`src/rtl/spi_slave_param.sv`:
```
// Parametrised SPI slave: deserialises CMD_W+DATA_W bit frames from MOSI and
// serialises RAM read data onto MISO, with a bounded wait for tx_valid.
`timescale 1ns/1ps
module spi_slave_param #(
    parameter int CMD_W      = 2,
    parameter int DATA_W     = 8,
    parameter int TX_TIMEOUT = 16
) (
    input  logic                      clk,
    input  logic                      rst,
    input  logic                      SS_n,
    input  logic                      MOSI,
    input  logic [DATA_W-1:0]         tx_data,
    input  logic                      tx_valid,
    output logic                      MISO,
    output logic [CMD_W+DATA_W-1:0]   rx_data,
    output logic                      rx_valid,
    output logic                      rd_pending,
    output logic                      frame_err
);
    localparam int F  = CMD_W + DATA_W;
    localparam int CW = $clog2(F + 1);
    localparam int TW = $clog2(TX_TIMEOUT + 1);
    localparam logic [CW-1:0] LAST = CW'(F - 1);
    localparam logic [CW-1:0] DCNT = CW'(DATA_W);
    localparam logic [TW-1:0] TMAX = TW'(TX_TIMEOUT);

    typedef enum logic [2:0] {
        IDLE, CHK_CMD, WRITE, READ_ADD, READ_DATA, WAIT_TX, SEND, HOLD
    } state_t;

    state_t            state, next;
    logic [CW-1:0]     cnt;
    logic [TW-1:0]     tcnt;
    logic [F-2:0]      sh;
    logic [F-1:0]      sh_next;
    logic [DATA_W-1:0] txsh;
    logic              shifting, last_bit, tmo, abort;

    assign sh_next  = {sh, MOSI};
    assign shifting = (state == WRITE) || (state == READ_ADD) || (state == READ_DATA);
    assign last_bit = shifting && (cnt == LAST);
    assign tmo      = (tcnt + 1'b1) == TMAX;
    assign abort    = SS_n && (state != IDLE);

    always_ff @(posedge clk) begin
        if (rst) state <= IDLE;
        else     state <= next;
    end

    always_comb begin
        next = state;
        if (abort) begin
            next = IDLE;
        end else begin
            case (state)
                IDLE:      if (!SS_n) next = CHK_CMD;
                CHK_CMD:   next = MOSI ? (rd_pending ? READ_DATA : READ_ADD) : WRITE;
                WRITE,
                READ_ADD:  if (last_bit) next = HOLD;
                READ_DATA: if (last_bit) next = WAIT_TX;
                WAIT_TX: begin
                    if (tx_valid) next = SEND;
                    else if (tmo) next = HOLD;
                end
                SEND:      if (cnt == DCNT) next = HOLD;
                default:   next = state;
            endcase
        end
    end

    always_ff @(posedge clk) begin
        if (rst) begin
            cnt        <= '0;
            tcnt       <= '0;
            sh         <= '0;
            txsh       <= '0;
            MISO       <= 1'b0;
            rx_data    <= '0;
            rx_valid   <= 1'b0;
            rd_pending <= 1'b0;
            frame_err  <= 1'b0;
        end else begin
            rx_valid  <= 1'b0;
            frame_err <= 1'b0;
            if (abort) begin
                // rd_pending is deliberately untouched so an aborted read can be retried
                cnt       <= '0;
                MISO      <= 1'b0;
                frame_err <= shifting || (state == WAIT_TX) || (state == SEND);
            end else begin
                case (state)
                    IDLE: begin
                        cnt  <= '0;
                        MISO <= 1'b0;
                    end
                    CHK_CMD: begin
                        sh  <= sh_next[F-2:0];
                        cnt <= CW'(1);
                    end
                    WRITE, READ_ADD, READ_DATA: begin
                        sh <= sh_next[F-2:0];
                        if (last_bit) begin
                            rx_data  <= sh_next;
                            rx_valid <= 1'b1;
                            cnt      <= '0;
                            tcnt     <= '0;
                            if (state == READ_ADD) rd_pending <= 1'b1;
                        end else begin
                            cnt <= cnt + 1'b1;
                        end
                    end
                    WAIT_TX: begin
                        if (tx_valid) begin
                            MISO <= tx_data[DATA_W-1];
                            txsh <= tx_data << 1;
                            cnt  <= CW'(1);
                        end else begin
                            tcnt <= tcnt + 1'b1;
                            if (tmo) begin
                                frame_err  <= 1'b1;
                                rd_pending <= 1'b0;
                            end
                        end
                    end
                    SEND: begin
                        if (cnt == DCNT) begin
                            MISO       <= 1'b0;
                            rd_pending <= 1'b0;
                            cnt        <= '0;
                        end else begin
                            MISO <= txsh[DATA_W-1];
                            txsh <= txsh << 1;
                            cnt  <= cnt + 1'b1;
                        end
                    end
                    default: ;
                endcase
            end
        end
    end
endmodule

```
`config.mk`:
```
export PLATFORM = sky130hd
export DESIGN_NAME = spi_slave_param
export DESIGN_NICKNAME = d
export VERILOG_FILES = /design/src/rtl/spi_slave_param.sv
export SDC_FILE = /design/constraint.sdc
export NUM_CORES = 1
export LEC_CHECK = 0
export CAP_MARGIN = 20
export CORE_ASPECT_RATIO = 0.7
export CORE_MARGIN = 2
export CORE_UTILIZATION = 50
export DETAILED_ROUTE_END_ITERATION = 8
export PLACE_DENSITY = 0.74
export RECOVER_POWER = 100
export SYNTH_ARGS = -nofsm -noshare
export SYNTH_HDL_FRONTEND = slang
export SYNTH_SLANG_ARGS = --single-unit
```
`constraint.sdc`:
```
create_clock -name clk -period 2.15 [get_ports clk]
set_input_delay 0.215 -clock clk [delete_from_list [all_inputs] [get_ports clk]]
set_output_delay 0.215 -clock clk [all_outputs]
set_load 0.005 [all_outputs]
```
* Word-level counts from Yosys, hierarchy flattened
Index checks and enable logic that the tools add are counted.
Cells by class: add/sub/neg operators 2, equality and inequality tests 20, mux-type cells 33, bitwise logic cells 2, reductions and logical operators 27
Operators by type and width (number):
- $mux 3 | 8
- $ne 2x2->1 const B | 10
- $pmux 4 s5 | 1
- $pmux 3 s6 | 1
- $mux 8 | 2
- $pmux 8 s2 | 1
- $mux 1 | 12
- $mux 4 | 3
- $mux 5 | 2
- $pmux 5 s2 | 1
- $eq 3x3->1 const B | 3
- $reduce_bool 3->1 | 3
- $eq 4x4->1 const B | 2
- $reduce_and 4->1 | 2
- $reduce_and 7->1 | 1
- $eq 3x2->1 const B | 2
- $pmux 1 s3 | 2
- $reduce_and 2->1 | 3
- $reduce_and 6->1 | 1
- $reduce_bool 6->1 | 1
- $reduce_or 3->1 | 2
- $add 5x1->5 const B | 1
- $eq 5x5->1 const B | 1
- $reduce_bool 5->1 | 1
- 11 further kinds | 18
Storage, ports and cells: register bits 43, output and inout bits 14, word-level logic and storage cells 94

* Depth between registers and ports, before layout
Gate-level depths: netlist (run 1).
depth after elaboration 6, mapped depth 8, mapped depth without buffers 7

* Least setup slack after synthesis (run 1)
No wires, ideal clock.
path type register -> register, start point register cnt[0], end point register rx_data[1], library setup time 128 ps, arrival time 1500 ps, required time 2022 ps, slack 522 ps, stages on the path, launching flop included 7, buffers on the path 1, period minus slack after synthesis 1628 ps, cells stage by stage dfxtp_1 ha_1 nor4bb_1 o21ai_2 buf_2 mux2i_1 nor2_1
Between the ends: longest elaborated chain between the ends 3
RTL lines:
- start: declaration | line 33 | logic [CW-1:0] cnt;
- start signal: assignment | line 110 | cnt <= cnt + 1'b1;
- start signal: assignment | line 134 | cnt <= cnt + 1'b1;
- $eq 4x4->1 | line 42 | assign last_bit = shifting && (cnt == LAST);
- $logic_and 1x1->1 | line 42
- $reduce_and 3->1 (no line)
- end signal: assignment | line 104 | rx_data <= sh_next;
- end: declaration | line 16 | output logic [CMD_W+DATA_W-1:0] rx_data,
Every way passes these cells. A chain may end at the register's enable or synchronous reset.

* Worst setup path in the final report (run 1)
start point register state[0], end point register state[2]
Between the ends: longest elaborated chain between the ends 6, elaborated cells between the ends (all ways) 22, classes of those cells 11 x eq/ne; 1 x mux; 10 x reduce/logical
RTL lines:
- start: declaration | line 32 | state_t state, next;
- start signal: assignment | line 48 | else state <= next;
- $eq 3x2->1 | line 41, 56
- $logic_or 1x1->1 (2 in series) | line 41 | assign shifting = (state == WRITE) || (state == READ_ADD) || (state == READ_DATA);
- $logic_and 1x1->1 | line 42
- $ne 2x2->1 (no line)
- $reduce_and 6->1 (no line)
Several ways; a longest one is shown, not always the timed one.

==> out/results.ini, run 1 <==
[run_status]
status=finished, final reports clean

[clock_network]
cts_buffers=5
root_buffer=clkbuf_8
cts_max_path_buffers=2
clkLatencyLatePin_ns=0.28
clk_pin_slew_ns=0.08
holdBufCountCts=0
htree_levels=2
cts_sinks=42
cts_setup_buffers=0
post_cts_resized=0
cts_tree=yes

[timing]
post-route-period-util=0.884
min_period_ns=1.90
hold_violations=0
clock_skew_ns=0.00801
setup_viol=0
worstMarginPinSlew_ns=0.825
rsz0062_at_grt=no
max_slew_margin=0.450
whs_ns=0.464
slew_violations=0
max_freq_mhz=526
fin_setup_tns_ns=0

[final_layout]
areaGrowthSynthToFinish_pct=19.9
multi_input_area_sq_um=1050
drive_gt1_frac=0.0669
fin_nets=271
regArea_sq_um=841
num_antenna_cells=0
nFillCells=343

[setup_path]
critPathArrivalTime_ns=2.08
path_class=flop to flop
crit_required_ns=2.33
worstPathMaxFanout=12
start_kind=flop
rr_worst_depth=5
end_kind=flop

[pwr]
p_int_w=0.00125
power.density_nw_per_um2=791
clockPowerShare=0.245
p_sw_w=0.000633
combPwrFrac=0.282
ir_worst_vdd_mv=0.483
swShare=0.336
power_frac_seq=0.473
p_leak_nw=0.999
totalPowerFinal_w=0.00189

[run]
maxCapViolCount=0

[synth]
ys_seq_area_frac=0.423
synth_nets=241
synth_cells=224
synth_area_per_cell_sq_um=8.88
synth_top_area_frac=0.423
synth_flop_cell=dfxtp_1
yosysWarnings=0
synth_cell_types=44
synth_top_area_cell=dfxtp_1
yosysMostFrequentCell=dfxtp_1
async_flop_share=0
postSynthRegisterBits=42
synth.top_cells.by_count=dfxtp_1 (42), nor2_1 (29), mux2i_1 (25)
synth-edff-count=0
synth_area_sq_um=1990
synth_area_leaders=dfxtp_1 (42%), mux2i_1 (13%), nor2_1 (5.5%)

[floorplan]
rows=19
die_h_microns=56.8
chipWidth_microns=79.4
coreArea_sq_um=3870
boundaryPins=27
start_util=0.513
die_area_sq_um=4510

[global_routing]
overflow=0
grt_pass1_wl_microns=6600
grt_pass1_vias=1409
gr-usage-all-layers=0.186
grt_max_degree=22
antenna_found_initial=0

[placed_design]
numPortBuffers=26
hpwl_microns=2940
place.gp.congestion=0.935

[routing]
ant_nets=0
wire_per_inst_microns=13.1
drt-total-wl_microns=4000
first_pass_iters=4
drt-initial-drc-count=108
vias_per_cell=5.46
drc=0
num_vias=1670

[min_path]
hold_class=flop to flop
min_path_cells=2

registers in the layout (all words and copies together) (netlist names):
signal,flops
rx_data,10
sh,9
txsh,7
tcnt,5
cnt,4
state,3
MISO,1
frame_err,1
rd_pending,1
rx_valid,1
critical path, stage by stage, from the launching register on:
cell and delay [ns]:
dfxtp_1 0.53, nor3b_1 0.13, o21ai_0 0.36, and2_0 0.29
o311ai_1 0.21, o31ai_1 0.29
metal layers:
layer,track usage,up-vias,share of wire
met4,0.0517,0,0.0057
met3,0.0466,2,0.073
met2,0.255,51,0.39
li1,-,871,-
met1,0.285,746,0.53
met5,0,-,0
metrics by stage:
step | util | setup slack [ns] | instances | instance area, sq um
final | 0.615 | 0.249 | 306 | 2380
after global routing | 0.615 | 0.0738 | 306 | 2380
after CTS | 0.620 | 0.266 | 306 | 2400
after detailed placement | 0.599 | 0.244 | 299 | 2320
after global placement | 0.599 | 0.271 | 299 | 2320
after floorplan | - | 0.522 | 224 | 1990
logic make-up after synthesis:
logic type	after synthesis	share of synthesized area
buffers and inverters	19	0.0428
multiplexers	26	0.132
flip-flops	42	0.423
adder cells (fa/ha/maj)	4	0.0252
AO/OA/AOI/OAI	54	0.176
AND/OR/NAND/NOR	79	0.202
layout make-up:
type / instances / share of cell area
clock buffers: 5 / 0.0289
clock inverters: 2 / 0.00420
inverters: 7 / 0.0110
multi-input cells: 163 / 0.441
flip-flops and latches: 42 / 0.353
well taps: 52 / 0.0273
repair buffers: 35 / 0.135
power groups by stage:
| stage | Clock, W | Sequential, W | Combinational, W |
|---|---|---|---|
| after detailed placement | 0 | 0.000910 | 0.000542 |
| after floorplan | 0 | 0.000880 | 0.000419 |
| after CTS | 0.000482 | 0.000893 | 0.000546 |
| final | 0.000462 | 0.000892 | 0.000532 |
| after global placement | 0 | 0.000910 | 0.000544 |
| after global routing | 0.000515 | 0.000900 | 0.000581 |
worst paths after layout:
| check | start | slack [ns] | to |
|---|---|---|---|
| worst min-delay path | txsh[1]$_SDFFE_PP0P_ | 0.46 | txsh[1]$_SDFFE_PP0P_ |
| worst max register to register | state[0]$_SDFFE_PP0P_ | 0.25 | state[2]$_SDFFE_PP0P_ |
| worst min register to register | txsh[1]$_SDFFE_PP0P_ | 0.46 | txsh[1]$_SDFFE_PP0P_ |
| worst max-delay path | state[0]$_SDFFE_PP0P_ | 0.25 | state[2]$_SDFFE_PP0P_ |
layout by cell type (no fill, tap or decap), types with 3 or more instances in the layout:
cell,n
a21oi_1,19
a311oi_1,6
a31oi_1,6
buf_4,7
clkbuf_8,5
clkdlybuf4s50_1,12
dfxtp_1,42
dlygate4sd3_1,14
ha_1,4
inv_1,7
mux2i_1,25
nand2_1,14
nand3_1,5
nand3b_1,6
nor2_1,29
nor2b_1,4
nor3_1,3
o21ai_0,8
No activity file was read; power rests on OpenSTA's default activity.
==> inputs of run 2 (changes only) <==
--- a/config.mk
+++ b/config.mk
@@ -10,7 +10,7 @@
 export CORE_MARGIN = 2
 export CORE_UTILIZATION = 50
 export DETAILED_ROUTE_END_ITERATION = 8
-export PLACE_DENSITY = 0.74
+export PLACE_DENSITY = 0.76
 export RECOVER_POWER = 100
 export SYNTH_ARGS = -nofsm -noshare
 export SYNTH_HDL_FRONTEND = slang
==> run 2 against run 1 <==
Effect of this change: clock skew down 0.0048 ns; total power is 7.6% higher; combinational power shrank 7.3%; register-to-register slack about the same; fmax is 0.18% higher; hold slack got worse by 0.0076 ns; sequential share of layout area is 0.31 points lower; cell count down 0.65%; utilization increased by 0.55 points; non-clock buffer count down 3; design area up 0.89%; highest routed layer unchanged.
==> out/results.ini, run 2 (synthesis gave the netlist of run 1 again) <==
[run_status]
status=finished, final reports clean

[routing]
wl_met1_microns=2140  ; +0.42%
wl_met2_microns=1710  ; +9.9%
highest_layer=met4
num_vias=1690  ; +1.2%
drc=0  ; unchanged
vias_per_cell=5.56  ; +1.9%
drt-total-wl_microns=4210  ; +5.2%
wl_met3_microns=299  ; +2.4%
drt-initial-drc-count=103  ; -4.6%
first_pass_iters=4  ; unchanged
wire_per_inst_microns=13.8  ; +5.9%
ant_nets=0  ; unchanged

[min_path]
hold_class=flop to flop

[floorplan]
coreArea_sq_um=3870  ; unchanged
boundaryPins=27  ; unchanged
rows=19  ; unchanged
die_area_sq_um=4510  ; unchanged
chipWidth_microns=79.4  ; unchanged
die_h_microns=56.8  ; unchanged
start_util=0.513  ; unchanged

[setup_path]
cpMaxStageDelayCell=dfxtp_1
end_kind=flop
slowest_delay_ns=0.64  ; +0.11 ns
worstPathMaxFanout=16  ; +4
cp_cell_sequence=and2b_1, nand2_1, mux2_1, mux2i_1, nor2_1
path_class=flop to flop
start_kind=flop
critPathArrivalTime_ns=2.08  ; about the same
crit_required_ns=2.34  ; about the same

[timing]
rsz0062_at_grt=no
post-route-period-util=0.883  ; -0.00155
hold_violations=0  ; unchanged
worstMarginPinSlew_ns=0.818  ; -0.00685 ns
setup_viol=0  ; unchanged
max_freq_mhz=527  ; +0.18%
fin_setup_tns_ns=0  ; unchanged
clock_skew_ns=0.00322  ; -0.00479 ns
min_period_ns=1.90  ; -0.00334 ns
slew_violations=0  ; unchanged
fin_ws_ns=0.252  ; +0.00334 ns
max_slew_margin=0.455  ; +0.00457

[clock_network]
clk_pin_slew_ns=0.08  ; about the same
root_buffer=clkbuf_8
cts_max_path_buffers=2  ; unchanged
htree_levels=2  ; unchanged
cts_buffers=5  ; unchanged
post_cts_resized=0  ; unchanged
clkLatencyLatePin_ns=0.30  ; +0.02 ns
cts_tree=yes
cts_setup_buffers=0  ; unchanged
holdBufCountCts=0  ; unchanged
cts_sinks=42  ; unchanged

[final_layout]
fin_nets=268  ; -1.1%
nFillCells=350  ; +2.0%
final_common_cell=dfxtp_1
areaGrowthSynthToFinish_pct=21.0
top_regs=rx_data: 10 flops, sh: 9 flops, txsh: 7 flops
fin_util=0.621  ; +0.00549
layout_common_cells=dfxtp_1 (42), nor2_1 (29), mux2i_1 (25), a21oi_1 (19), nand2_1 (15)
drive_gt1_frac=0.0635  ; -0.00344
num_antenna_cells=0  ; unchanged
top_register=rx_data
stdcell_area_sq_um=2400  ; +0.89%
largest_reg_flops=10  ; unchanged

[run]
maxCapViolCount=0  ; unchanged

[placed_design]
hpwl_microns=2930  ; -0.14%
placed_area_sq_um=2300  ; -0.97%
dp_slack_ns=0.242  ; -0.00266 ns
numPortBuffers=26  ; unchanged
place.gp.congestion=0.861  ; -8.0%

[global_routing]
gr-usage-all-layers=0.213  ; +0.0270
antenna_found_initial=0  ; unchanged
grt_pass1_vias=1521  ; +7.9%
grt_max_degree=33  ; +50%
grt_pass1_wl_microns=7320  ; +11%
overflow=0  ; unchanged

[pwr]
ir_worst_vdd_mv=0.527  ; +9.1%
p_leak_nw=0.998  ; about the same
power.density_nw_per_um2=844  ; +6.6%
totalPowerFinal_w=0.00203  ; +7.6%

-- run 2: path summary, 6_finish.rpt --
| check | start | endpoint | slack, ns | cells after the start |
|---|---|---|---|---|
| hold reg to reg | txsh[1]$_SDFFE_PP0P_ | txsh[1]$_SDFFE_PP0P_ | 0.46 | 2 |
| setup / recovery | state[0]$_SDFFE_PP0P_ | txsh[7]$_SDFFE_PP0P_ | 0.25 | 5 |
| hold / removal | txsh[1]$_SDFFE_PP0P_ | txsh[1]$_SDFFE_PP0P_ | 0.46 | 2 |
| setup reg to reg | state[0]$_SDFFE_PP0P_ | txsh[7]$_SDFFE_PP0P_ | 0.25 | 5 |
-- run 2: critical path: cells and delay by family (launching register included) --
family / cells / cell delay, ns
flip-flops: 1 / 0.64
multiplexers: 2 / 0.48
AND/OR/NAND/NOR: 3 / 0.65
-- run 2: stage by stage --
stage | hold WS (ns) | cells
after floorplan | 0.362 | 224
after global placement | 0.445 | 296
after detailed placement | 0.449 | 296
after CTS | 0.460 | 304
after global routing | 0.492 | 304
final | 0.456 | 304
-- run 2: layout make-up --
type,count,area (sq um),share of cell area
clock buffers,6,72.6,0.0302
inverters,7,26.3,0.0109
well taps,52,65.1,0.0271
clock inverters,2,37.5,0.0156
flip-flops and latches,42,841,0.350
repair buffers,32,303,0.126
multi-input cells,163,1060,0.441
-- run 2: routing by layer --
metal  track usage  up-vias
li1              -      867
met1         0.313      765
met2         0.294       52
met3        0.0531        6
met4        0.0887        0
met5             0        -
-- run 2: power by group --
| part | switching [W] | total (W) | internal (W) | leakage (nW) |
|---|---|---|---|---|
| sequential | 0.0000936 | 0.000914 | 0.000820 | 0.339 |
| combinational | 0.000288 | 0.000493 | 0.000205 | 0.608 |
| clock | 0.000275 | 0.000622 | 0.000346 | 0.0514 |
| total | 0.000657 | 0.00203 | 0.00137 | 0.998 |
